### src/rtl/count_8bit.sv
// Free-running up-counter with asynchronous active-high clear, wrapping modulo 2^WIDTH.
// RESETN is active-high despite its name; the port name is kept for drop-in compatibility.
module count_8bit #(
  parameter int unsigned WIDTH       = 8,
  parameter int unsigned RESET_VALUE = 0,
  parameter int unsigned STEP        = 1
) (
  input  logic             RESETN,
  input  logic             CLK,
  output logic [WIDTH-1:0] COUNT_OUT
);

  // Both constants are reduced to WIDTH bits so the addition wraps naturally.
  localparam logic [WIDTH-1:0] RST_V  = WIDTH'(RESET_VALUE);
  localparam logic [WIDTH-1:0] STEP_V = WIDTH'(STEP);

  logic [WIDTH-1:0] cnt;

  always_ff @(posedge CLK or posedge RESETN) begin
    if (RESETN) begin
      cnt <= RST_V;
    end else begin
      cnt <= cnt + STEP_V;
    end
  end

  assign COUNT_OUT = cnt;

endmodule

### config.mk
export PLATFORM = sky130hd
export DESIGN_NAME = count_8bit
export DESIGN_NICKNAME = d
export VERILOG_FILES = /design/src/rtl/count_8bit.sv
export SDC_FILE = /design/constraint.sdc
export NUM_CORES = 1
export LEC_CHECK = 0
export ABC_AREA = 0
export ABC_CLOCK_PERIOD_IN_PS = 2800
export BUFFER_PORTS_ARGS = -buffer_cell sky130_fd_sc_hd__clkbuf_2
export CAP_MARGIN = 20
export CORE_AREA = 2 2 39 41
export DETAILED_ROUTE_END_ITERATION = 10
export DIE_AREA = 0 0 41 43
export HOLD_SLACK_MARGIN = 0.06
export PLACE_DENSITY = 0.54
export SLEW_MARGIN = 20
export SYNTH_ARGS = -nofsm -noshare
export SYNTH_HDL_FRONTEND = slang
export SYNTH_SLANG_ARGS = --single-unit
### constraint.sdc
create_clock -name CLK -period 2.8 [get_ports CLK]
set_input_delay 0.56 -clock CLK [delete_from_list [all_inputs] [get_ports CLK]]
set_output_delay 0.56 -clock CLK [all_outputs]
set_load 0.005 [all_outputs]
# Word-level counts from Yosys, hierarchy flattened
# Index checks and enable logic that the tools add are counted.
[word_totals] register_bits=8 word_cells=2 in_bits=2 output_inout_bits=8
[op_classes] n_addsub=1
[op_table] cell="8-bit by 1-bit adder with 8-bit output (second input constant)" count=1

# Logic depth before layout (Yosys ltp)
# Gate-level depths: netlist of run 1.
[logic_depth] ltp_word=1 ltp_mapped=3 mapped_depth_nobuf=3

# Worst setup path before layout of run 1
# OpenSTA, ideal clock, no wires.
[synth_path] kind="flip-flop to output port" from="register cnt[2] (netlist: COUNT_OUT[2])" to="output port COUNT_OUT[2]" path_stages_with_launch=1 required_time_ns=2.240 path_slack_ns=1.832 arrival_ns=0.408 cell_sequence="dfrtp_1"
[synth_lines] element="start, declared" line_no="17" text="logic [WIDTH-1:0] cnt;"
[synth_lines] element="start signal, assigned" line_no="23" text="cnt <= cnt + STEP_V;"
[synth_lines] element="end, declared" line_no="10" text="output logic [WIDTH-1:0] COUNT_OUT"
# No word-level cell between the ends.

# Final worst setup path of run 1
[layout_path] from="register cnt[2] (netlist: COUNT_OUT[2])" to="output port COUNT_OUT[2]"
# No word-level cell between the ends.

==> results of run 1 <==
[per-stage QoR]
step | cells | utilization, % | power, mW | worst slack, ns | hold slack [ns]
5_1_grt | 53 | 29.5 | 0.218 | 1.34 | 0.256
2_1_floorplan | 25 | - | 0.120 | 1.83 | 0.376
4_1_cts | 53 | 29.5 | 0.213 | 1.39 | 0.234
3_5_place_dp | 50 | 27.8 | 0.121 | 1.68 | 0.473
6_report | 53 | 29.5 | 0.206 | 1.41 | 0.228
3_3_place_gp | 50 | 27.8 | 0.121 | 1.67 | 0.457
[worst max-delay path by stage]
| stage | from | to | slack [ns] | cells after the start |
|---|---|---|---|---|
| 6_report | COUNT_OUT[2] | COUNT_OUT[2] | 1.41 | 1 |
| 5_1_grt | COUNT_OUT[2] | COUNT_OUT[2] | 1.34 | 1 |
| 4_1_cts | COUNT_OUT[2] | COUNT_OUT[2] | 1.39 | 1 |
| 3_5_place_dp | COUNT_OUT[2] | COUNT_OUT[2] | 1.68 | 1 |
| 3_3_place_gp | COUNT_OUT[2] | COUNT_OUT[2] | 1.67 | 1 |
| 2_1_floorplan | COUNT_OUT[2] | COUNT_OUT[2] | 1.83 | 0 |
[routing by layer]
layer  up-vias  wire length [µm]
met5         -                 0
li1        105                 -
met3         2                60
met4         0                 4
met2        12               203
met1        90               280
[area by class of cell]
class	instances	area (µm²)	area share (%)
Sequential cell	8	200	49.1
Timing Repair Buffer	9	45.0	11.0
Clock buffer	3	22.5	5.52
Inverter	2	7.51	1.84
Multi-Input combinational cell	15	113	27.6
Tap cell	16	20.0	4.91
[power by group through the flow]
stage               sequential [mW]  clock (mW)  combinational [mW]
finish                        0.116      0.0872             0.00292
global route                  0.116      0.0991             0.00374
CTS                           0.116      0.0945             0.00324
detailed placement            0.118           0             0.00322
global placement              0.118           0             0.00312
floorplan                     0.118           0             0.00180
[placed cells by master, fill, tap and decap left out]
master    count
nand3_2       1
dfrtp_1       8
nand3_1       2
clkbuf_2      9
inv_1         2
nand2_1       2
xnor2_1       3
xor2_1        3
and3_1        1
ha_1          1
clkbuf_4      3
nor3_2        1
nor2_1        1
[cells by family (layout without fill, tap and decap cells)]
| kind of cell | Yosys count | in the layout | share of synthesized area [%] |
|---|---|---|---|
| flops | 8 | 8 | 62.5 |
| simple gates | 8 | 8 | 14.8 |
| xor+xnor | 6 | 6 | 16.4 |
| buf+inv | 2 | 14 | 2.34 |
| fa+ha+maj | 1 | 1 | 3.91 |
==> key figures, run 1 <==
Layout
  – Share of cells above drive strength 1: about 38%
  – Final nets: 42
  – P&R area growth vs syn: 27.3%
  – Post-route cell area: between 400 and 500 µm²
  – Max reg flops: 8
  – Fillcell total: 145
  – ANT cells: 0

GRT
  – Met2 Usage GRT: 9.38%
  – Total GRT Usage: 8.90%
  – First-pass GRT wire length: roughly 950 µm
  – Met1 usage: 12.2%
  – Initial antenna violation count: 0
  – Met3 Track Usage GR: roughly 6.3%
  – Largest net degree at the start of global routing: 9
  – Vias in the first global route: around 220
  – Remaining Overflow, GRT: 0
  – Gr busiest metal: met1

Power
  – Internal power: ~0.17 mW
  – Switching share of total power: 19.7%
  – Leak Pwr: a little over 0.2 nW
  – P_sw: a little over 0.04 mW
  – Comb pwr share: 1.4%
  – VDD IR max: between 0.15 and 0.2 mV
  – Power share of the sequential group: about 56%
  – Power density over cell area: around 500 mW/mm²
  – Clock Power Share: 42.4%

Clock network
  – CTS tree: yes
  – Hold buffer count at cts: 0
  – Post-CTS setup buffers: 0
  – Htree depth: 1
  – Clock transition at path regs: about 0.05 ns
  – # clock sinks: 8
  – Root Driver: clkbuf_4
  – Cts repair resizes: 0
  – Clock tree buffer depth: 2
  – Clock network latency to the later pin of the worst-skew pair: 0.25 ns
  – CTS Buf Count: 3

Yosys
  – Syn Std Cell Area: around 320 µm²
  – Top-count cell post-synth: dfrtp_1
  – Yosys top cell area share: approximately 63%
  – Synth cell count leaders: dfrtp_1, xnor2_1, xor2_1
  – Post-synth ARST share: between 90% and 100%
  – Ys flop type: dfrtp_1
  – Synth Instances: 25
  – Syn nets: 28
  – Cell taking the most area after synthesis: dfrtp_1
  – Seq/Total Area, Yosys: 62.5%
  – Post-synth EDFFs: 0
  – Main area contributors after synthesis: dfrtp_1, xnor2_1, xor2_1, ha_1, nand3_1
  – Avg Cell Area, Syn: around 13 µm²
  – Yosys reg bits: 8
  – Netlist cell types: 11
  – Yosys Warn Count: 0

Detailed routing
  – First-pass iteration count of the detailed router: 2
  – Final wirelength: between 500 and 600 µm
  – Drc violations: 0
  – Vias per cell: approximately 3.9
  – DR iter-0 viols: 4
  – Final ANT Viol Nets: 0
  – Wire per inst: approximately 10 µm
  – Via count: around 210

STA
  – Slew Limit Fails: 0
  – Worst Skew: 0.00178 ns
  – RSZ-0062 raised after global routing: no
  – Setup-failing EPs final: 0
  – TNS Setup: 0 ns
  – Min Tclk post-route: 1.39 ns
  – Relative slew slack: between 70% and 80%
  – Final period utilization: 49.6%
  – Slew at the pin closest to its max-slew limit: around 0.31 ns
  – F_max: around 0.72 GHz
  – Final Hold Fails: 0

Worst setup path
  – Worst r2r src: COUNT_OUT[2]
  – CP required: 2.24 ns
  – Depth of the worst register-to-register path: 3
  – Critical Path Start Type: register
  – Setup CP Type: reg -> out
  – Slowest stage delay, CP: about 0.43 ns
  – R2R setup slack: around 1.8 ns
  – Reg-to-reg endpoint: COUNT_OUT[7]
  – Slowest-stage cell, CP: dfrtp_1
  – CP Capture Type: output pin
  – Cell family contributing the most delay on the critical path: flip-flops
  – CP Max Fanout: 5
  – CP Cell Sequence: clkbuf_2
  – Crit path DAT: slightly above 0.8 ns
  – Sum of buffers and inverters on the critical path: 1

Floorplanning
  – Die Area: 0.00176 mm²
  – Rows: 14
  – Starting Density: a little under a quarter
  – Height of the die: around 43 µm
  – Chip width: around 41 µm
  – I/O pin count: 10
  – Core area: 0.00138 mm²

Placed design
  – Placed Area: around 390 µm²
  – PortBufs: 9
  – RePlAce Congestion: 0.712

Run
  – Max Cap Viol: 0

Hold path
  – Min-delay worst type: in -> async

Outcome
  – Outcome: complete, no violations
(Power assumes the default switching activity.)
==> run 2, diff against run 1 <==
--- a/config.mk
+++ b/config.mk
@@ -6,14 +6,14 @@
 export NUM_CORES = 1
 export LEC_CHECK = 0
 export ABC_AREA = 0
-export ABC_CLOCK_PERIOD_IN_PS = 2800
+export ABC_CLOCK_PERIOD_IN_PS = 1250
 export BUFFER_PORTS_ARGS = -buffer_cell sky130_fd_sc_hd__clkbuf_2
 export CAP_MARGIN = 20
 export CORE_AREA = 2 2 39 41
 export DETAILED_ROUTE_END_ITERATION = 10
 export DIE_AREA = 0 0 41 43
 export HOLD_SLACK_MARGIN = 0.06
-export PLACE_DENSITY = 0.54
+export PLACE_DENSITY = 0.55
 export SLEW_MARGIN = 20
 export SYNTH_ARGS = -nofsm -noshare
 export SYNTH_HDL_FRONTEND = slang
==> constraint.sdc (replaced) <==
create_clock -name CLK -period 1.25 [get_ports CLK]
set_input_delay 0.25 -clock CLK [delete_from_list [all_inputs] [get_ports CLK]]
set_output_delay 0.25 -clock CLK [all_outputs]
set_load 0.005 [all_outputs]
==> run 2 against run 1 <==
  * Combinational power increased to 3.0 times the previous value
  * Clock power increased by 120%
  * Sequential power increased by 120%
  * Worst hold slack improved by 0.23 ns
  * Die area unchanged
  * Critical path depth unchanged
  * Count of clock-buffer cells in the layout unchanged
  * Global-route usage decreased by 0.78 points
  * Flip-flop and latch count unchanged
  * Critical path type unchanged
  * Highest routed layer is now met3
==> key figures, run 2 (synthesis results as in run 1) <==
GRT
  – Total GRT Usage: ~8%
  – Vias in the first global route: slightly above 200
  – First-pass GRT wire length: a little under 900 µm
  – Initial antenna violation count: 0
  – Largest net degree at the start of global routing: 9
  – Remaining Overflow, GRT: 0

Placed design
  – Detailed placement HPWL: about 410 µm
  – PortBufs: 9
  – RePlAce Congestion: approximately 0.69

Worst setup path
  – Slowest stage delay, CP: about 0.43 ns
  – Cell family contributing the most delay on the critical path: flip-flops
  – CP Cell Sequence: clkbuf_2
  – Crit path DAT: between 0.8 and 0.9 ns
  – Critical Path Start Type: register
  – Setup CP Type: reg -> out
  – Depth of the worst register-to-register path: 3
  – CP required: 1.00 ns
  – Slowest-stage cell, CP: dfrtp_1
  – Sum of buffers and inverters on the critical path: 1
  – CP Max Fanout: 5
  – CP Depth: 1
  – CP Capture Type: output pin

Hold path
  – Min-delay worst type: reg -> reg
  – Hold depth: 1

Clock network
  – CTS tree: yes
  – Htree depth: 1
  – Clock transition at path regs: 0.05 ns
  – Post-CTS setup buffers: 0
  – Clock tree buffer depth: 2
  – Clock network latency to the later pin of the worst-skew pair: ~0.24 ns
  – # clock sinks: 8
  – Root Driver: clkbuf_4
  – CTS Buf Count: 3

Layout
  – Fillcell total: between 100 and 150
  – Commonest non-fill, non-tap cell in the layout: clkbuf_2
  – ANT cells: 0
  – P&R area growth vs syn: 30.5%
  – Most frequent cells in the layout: clkbuf_2, dfrtp_1, xor2_1, xnor2_1, clkbuf_4
  – Reg area: 200 µm²
  – Post-Route Utilization: around 30%
  – Max reg flops: 8
  – Multi-input logic area: around 110 µm²
  – Final nets: 43
  – Share of cells above drive strength 1: between 30% and 40%

Floorplanning
  – Chip width: ~40 µm
  – I/O pin count: 10
  – Die Area: between 0.0015 and 0.002 mm²
  – Height of the die: approximately 43 µm
  – Rows: 14
  – Starting Density: around 23%
  – Core area: around 0.0014 mm²

STA
  – Min Tclk post-route: between 1 and 1.5 ns
  – Relative slew slack: between 80% and 90%
  – Setup-failing EPs final: 0
  – TNS Setup: 0 ns
  – F_max: 0.936 GHz
  – Final Hold Fails: 0
  – Slew at the pin closest to its max-slew limit: 0.294 ns
  – Slew Limit Fails: 0
  – Final period utilization: a little under nine tenths
  – RSZ-0062 raised after global routing: no
  – Worst Skew: ~0.00073 ns

Run
  – Max Cap Viol: 0

Power
  – VDD IR max: between 0.4 and 0.5 mV
  – Power density over cell area: approximately 1100 mW/mm²
  – Leak Pwr: 0.212 nW

Detailed routing
  – Via count: roughly 210
  – DR iter-0 viols: 4
  – Vias per cell: 3.96
  – Final wirelength: ~520 µm
  – Wire per inst: roughly 9.7 µm
  – Final ANT Viol Nets: 0
  – Drc violations: 0
  – First-pass iteration count of the detailed router: 2

Outcome
  – Outcome: complete, no violations
[run 2: area by class of cell]
type / count / share of cell area (%)
Multi-Input combinational cell: 15 / 26.9
Timing Repair Buffer: 10 / 13.2
Sequential cell: 8 / 47.9
Clock buffer: 3 / 5.39
Tap cell: 16 / 4.79
Inverter: 2 / 1.80
[run 2: repair_timing]
| item | 4_1_cts | 5_1_grt |
|---|---|---|
| hold buffers | 1 | 0 |
| hold endpoints to repair | 8 | 0 |
| gates resized for setup | 0 | 0 |
[run 2: final timing paths]
path                                   start            to  slack (ns)
worst max register to register  COUNT_OUT[2]  COUNT_OUT[7]        0.24
worst min-delay path            COUNT_OUT[7]  COUNT_OUT[7]        0.46
worst min register to register  COUNT_OUT[7]  COUNT_OUT[7]        0.46
min in group asynchronous             RESETN  COUNT_OUT[1]        0.47
max in group asynchronous             RESETN  COUNT_OUT[2]        0.55
worst max-delay path            COUNT_OUT[2]  COUNT_OUT[2]        0.18
[run 2: report_power, final]
| group | internal, mW | switching [mW] |
|---|---|---|
| clock network | 0.109 | 0.0797 |
| logic | 0.00334 | 0.00534 |
| registers | 0.259 | 0 |
[run 2: metal layers]
metal / up-vias / global-route usage [%] / wire length (µm)
li1: 107 / - / -
met1: 97 / 10.6 / 260
met2: 10 / 9.38 / 208
met3: 0 / 3.14 / 54
met4: 0 / 8.00 / 0
met5: - / 0 / 0
[run 2: metrics by stage]
stage	instances	worst slack, ns	area (µm²)	hold slack (ns)	total power, mW
final	54	0.181	418	0.462	0.457
after global routing	54	0.117	418	0.494	0.491
after CTS	54	0.165	418	0.468	0.472
after detailed placement	50	0.230	385	0.189	0.270
after global placement	50	0.262	385	0.194	0.271
after floorplan	25	0.302	320	0.0657	0.268
